--- src/rtl/cdc_xfer_arbiter.sv ---
// cdc_xfer_arbiter
//   Collects stereo audio samples and configuration words in two pending
//   slots and sends them one at a time to another clock domain over a
//   4-phase req/ack handshake. When both slots are pending, configuration
//   goes first. A request that waits too long for ack is abandoned.
//
// Ports
//   clk, rst_n     source clock; asynchronous active-low reset
//   tick_in        audio strobe, qualifies dsp0_in (left) / dsp1_in (right)
//   cfg_in         config strobe, qualifies cfg_reg_in
//   ack_in         destination acknowledge (already synchronized to clk)
//   req_out        4-phase request level
//   data_out       payload: {dsp1,dsp0} for audio, {16'h0,cfg} for config
//   kind_out       0 = audio, 1 = config
//   busy_out       handshake in progress (FSM outside IDLE)
//   overrun_out    pulse: an unsent audio sample was replaced by a newer one
//   timeout_out    pulse: a request was abandoned without ack
module cdc_xfer_arbiter #(
    parameter int unsigned TIMEOUT_CYCLES = 255
) (
    input  logic        clk,
    input  logic        rst_n,
    input  logic        tick_in,
    input  logic [23:0] dsp0_in,
    input  logic [23:0] dsp1_in,
    input  logic        cfg_in,
    input  logic [31:0] cfg_reg_in,
    input  logic        ack_in,
    output logic        req_out,
    output logic [47:0] data_out,
    output logic        kind_out,
    output logic        busy_out,
    output logic        overrun_out,
    output logic        timeout_out
);

    localparam int DATA_W = 24;
    localparam int CFG_W  = 32;
    localparam logic [15:0] TO_LAST = 16'(TIMEOUT_CYCLES - 1);

    typedef enum logic [1:0] {IDLE, REQ, WAIT_LOW} state_t;

    state_t                  state;
    logic [15:0]             t_cnt;
    logic                    aud_vld;
    logic                    cfg_vld;
    logic [2*DATA_W-1:0]     aud_data;
    logic [CFG_W-1:0]        cfg_data;
    logic                    launch_aud;
    logic                    launch_cfg;

    // A launch needs the previous handshake fully released (ack low).
    // Config has fixed priority over audio.
    assign launch_cfg = (state == IDLE) && !ack_in && cfg_vld;
    assign launch_aud = (state == IDLE) && !ack_in && aud_vld && !cfg_vld;

    // Slot payloads carry no reset: they are only read behind a valid flag.
    always_ff @(posedge clk) begin
        if (tick_in) aud_data <= {dsp1_in, dsp0_in};
        if (cfg_in)  cfg_data <= cfg_reg_in;
    end

    always_ff @(posedge clk or negedge rst_n) begin
        if (!rst_n) begin
            state       <= IDLE;
            t_cnt       <= '0;
            aud_vld     <= 1'b0;
            cfg_vld     <= 1'b0;
            req_out     <= 1'b0;
            data_out    <= '0;
            kind_out    <= 1'b0;
            busy_out    <= 1'b0;
            overrun_out <= 1'b0;
            timeout_out <= 1'b0;
        end else begin
            // A capture on the launch edge is not an overrun: the old sample
            // leaves with the launch and the new one stays pending.
            overrun_out <= tick_in && aud_vld && !launch_aud;
            timeout_out <= 1'b0;

            // Capture is written after the clear so that a same-edge
            // capture keeps the slot valid.
            if (launch_aud) aud_vld <= 1'b0;
            if (launch_cfg) cfg_vld <= 1'b0;
            if (tick_in)    aud_vld <= 1'b1;
            if (cfg_in)     cfg_vld <= 1'b1;

            case (state)
                IDLE: begin
                    if (launch_aud || launch_cfg) begin
                        state    <= REQ;
                        req_out  <= 1'b1;
                        busy_out <= 1'b1;
                        t_cnt    <= '0;
                        data_out <= launch_cfg ? {16'h0, cfg_data} : aud_data;
                        kind_out <= launch_cfg;
                    end
                end
                REQ: begin
                    if (ack_in) begin
                        state   <= WAIT_LOW;
                        req_out <= 1'b0;
                    end else if (t_cnt == TO_LAST) begin
                        // Abandoned payload is dropped, not re-queued.
                        state       <= WAIT_LOW;
                        req_out     <= 1'b0;
                        timeout_out <= 1'b1;
                    end else begin
                        t_cnt <= t_cnt + 16'd1;
                    end
                end
                WAIT_LOW: begin
                    if (!ack_in) begin
                        state    <= IDLE;
                        busy_out <= 1'b0;
                    end
                end
                default: begin
                    state    <= IDLE;
                    req_out  <= 1'b0;
                    busy_out <= 1'b0;
                end
            endcase
        end
    end

endmodule

--- config.mk ---
export PLATFORM = sky130hd
export DESIGN_NAME = cdc_xfer_arbiter
export DESIGN_NICKNAME = d
export VERILOG_FILES = /design/src/rtl/cdc_xfer_arbiter.sv
export SDC_FILE = /design/constraint.sdc
export NUM_CORES = 1
export LEC_CHECK = 0
export ABC_AREA = 1
export CAP_MARGIN = 5
export CORE_MARGIN = 3
export CORE_UTILIZATION = 50
export CTS_CLUSTER_SIZE = 16
export DETAILED_ROUTE_END_ITERATION = 16
export GPL_TIMING_DRIVEN = 0
export MAX_ROUTING_LAYER = met4
export PLACE_DENSITY = 0.8
export SLEW_MARGIN = 25
export SYNTH_ARGS = -nofsm -noshare
export SYNTH_HDL_FRONTEND = slang
export SYNTH_SLANG_ARGS = --single-unit
export TNS_END_PERCENT = 30
--- constraint.sdc ---
create_clock -name clk -period 1.9 [get_ports clk]
set_clock_uncertainty 0.1 [all_clocks]
set_input_delay 0.57 -clock clk [delete_from_list [all_inputs] [get_ports clk]]
set_output_delay 0.57 -clock clk [all_outputs]
set_load 0.1 [all_outputs]
==> metrics.txt <==
number of global-route vias before repair around 4500; WS Path Type reg2out; total of fill cells in the finished design around 720; Synth cell types 28; Worst Path Max Fanout 2; Vias approximately 4400; Ports ~140; syn_nets between 500 and 600; FF-to-FF path depth 9; Cells after Synth 495; first drt pass iteration count 4; peak supply drop about 1.5 mV; post-route clock period utilization 0.988; DR vias/cell 5.36; fin crit period ~1.9 ns; Max Clk Rate ~530 MHz; sequential share of the synthesized area 0.720; I/O Buffers 137; most common cell after layout, fill and taps aside nand2_1; worst r2r src t_cnt[0]$_DFFE_PN0P_; Critical Path AT about 1.2 ns; slew margin rel. 0.542; Crit path max-delay family buffers and inverters; most frequent cells in the layout nand2_1, clkdlybuf4s50_1, edfxtp_1; CP endpoint kind output pin; Hold Vio Cnt, Final 0; largest net degree at the start of global routing approximately 50; Detailed Place HPWL ~9.5 mm; synthesis-stage register bit count about 150; WL per Instance approximately 17 µm; clock buffer depth 2; final WL between 10 and 15 mm; share of post-route cells with drive strength above 1 0.195; initial antenna violation count 0; pwr/cell area approximately 1800 nW/µm²; RSZ-0062 raised after global routing true; htree depth 4; Hold Path Cell Cnt 2; Hold EP kind_out$_DFFE_PN0P_; top cells by area, synth edfxtp_1, dfrtp_1, nand2_1; diode count 0; final setup violation count 0; worst skew pair latency around 0.42 ns; GRT Util Overall 0.231; area grow syn2layout 36.6%; Max Cap Violations 0; CTS tree done; initial DRC count between 300 and 400; CP max stage cell buf_2; Worst path max stage delay roughly 0.44 ns; crit path cell chain buf_2; Initial Util 0.526; Leak Pwr ~3.4 nW; die area between 10000 and 15000 µm²; Core Area roughly 11000 µm²; area occupied by multi-input gates about 1500 µm²; grt total ovfl 0; CTS buffer count 17; CTS Sinks approximately 150; first-pass GRT wire length 22.5 mm; Buf/Inv on CP 1; status finished clean; Critical Path RT between 1 and 1.5 ns; terminus of the critical flop-to-flop path t_cnt[12]$_DFFE_PN0P_; TNS Setup 0 ns; Synth area leader edfxtp_1; fin. max-slew vios 0; Yosys top cell area share 0.409; flop2flop setup slack approximately 0.15 ns; Final ANT Viol Nets 0; Core Rows 38; worst hold path startpoint kind_out$_DFFE_PN0P_; CTS root buffer clkbuf_16; Chip Height around 110 µm; Startpoint Class register; FF+latch area 4230 µm²; Crit. Startpoint data_out[4]$_DFFE_PN0P_; worst min path class reg2reg; Layout Nets between 700 and 800; synthesized area slightly below 6000 µm²; Residual DRC 0; Final Cell Area 8030 µm²; final core occ 0.719; Synth warnings 0; Worst-path clk slew approximately 0.06 ns; Placement Cell Area 7470 µm²; Final GP Congestion between 0.8 and 0.9; Avg Cell Area, Syn 11.9 µm²; Die W approximately 110 µm; worst-margin pin slew ~0.69 ns
-- routing by layer --
layer,GRT usage,vias to the layer above,wire length (µm),share of wire
met2,0.369,193,6940,0.50
met4,0.0744,0,314,0.022
met1,0.286,2115,5610,0.40
met5,-,-,0,0
li1,-,2048,-,-
met3,0.0671,28,1140,0.081
-- Yosys cell counts (all sizes together) --
library cell / count
dfrtp: 73
ha: 2
a21o: 2
nand3: 31
clkbuf: 4
o21ai: 2
nand2: 108
buf: 16
xor2: 4
nor2: 63
xnor2: 2
a21oi: 65
inv: 18
nor3: 3
a22o: 15
edfxtp: 80
nor3b: 1
nand4: 6
-- registers in the layout (all words and copies together) (netlist names), 2 cells and up --
register / flops
aud_data: 48
state: 2
t_cnt: 16
cfg_data: 32
data_out: 48
-- area by class of cell --
cell class / count / area share
Sequential cell: 153 / 0.527
Multi-Input combinational cell: 304 / 0.185
Timing Repair Buffer: 151 / 0.166
Clock buffer: 18 / 0.0534
Tap cell: 140 / 0.0218
Clock inverter: 14 / 0.0213
Buffer: 20 / 0.0171
Inverter: 18 / 0.00873
-- worst max path at each step --
stage,cells past startpoint,slack (ns),to
after floorplan,7,0.32,data_out[46]$_DFFE_PN0P_
after global placement,1,-2.44,data_out[47]$_DFFE_PN0P_
after CTS,1,-0.0006,data_out[41]
after global routing,10,-0.02,t_cnt[12]$_DFFE_PN0P_
final,1,0.02,data_out[4]
after detailed placement,9,-0.50,t_cnt[12]$_DFFE_PN0P_
-- power breakdown --
| group | total (mW) | internal [mW] | switching, mW | leakage [nW] |
|---|---|---|---|---|
| Sequential | 4.56 | 4.17 | 0.391 | 1.68 |
| Clock | 3.40 | 2.07 | 1.33 | 0.289 |
| Combinational | 6.56 | 1.44 | 5.12 | 1.46 |
| Total | 14.5 | 7.68 | 6.84 | 3.43 |
-- worst reg2reg max path, stage by stage (launching register included) --
cell and delay, ns:
dfrtp_1 0.41, inv_1 0.11, ha_1 0.15, nand3_1 0.09, nor2_2 0.16, nand2_2 0.10, nand3_4 0.12, buf_2 0.26
nand3_1 0.11, nand2_1 0.08
-- kinds of logic (layout without fill, tap and decap cells) --
family / Yosys count / count (layout) / synth area share
and+or+nand+nor: 212 / 212 / 0.154
DFF: 153 / 153 / 0.720
AOI/OAI and AO/OA: 84 / 84 / 0.0820
buffers and inverters: 38 / 221 / 0.0313
xor gates and xnor gates: 6 / 6 / 0.00894
adders and majority gates: 2 / 2 / 0.00426
-- metrics by stage --
stage                     worst slack [ns]  hold WS (ns)  cells  total power [mW]
after detailed placement            -0.497         0.360    774              11.2
after global placement               -2.44         0.354    772              11.1
after floorplan                      0.321         0.174    495              9.36
final                               0.0222         0.369    818              14.5
after CTS                        -0.000612         0.372    807              14.3
after global routing               -0.0185         0.396    818              15.1
-- repair_timing --
action                                  in CTS  in global routing
hold buffers                                 1                  0
setup buffers                                0                 11
resized for setup                          281                 38
endpoints found under the setup margin      65                 83
pin swaps                                    1                  2
endpoints found under the hold margin       25                  0
(Power assumes the default switching activity.)
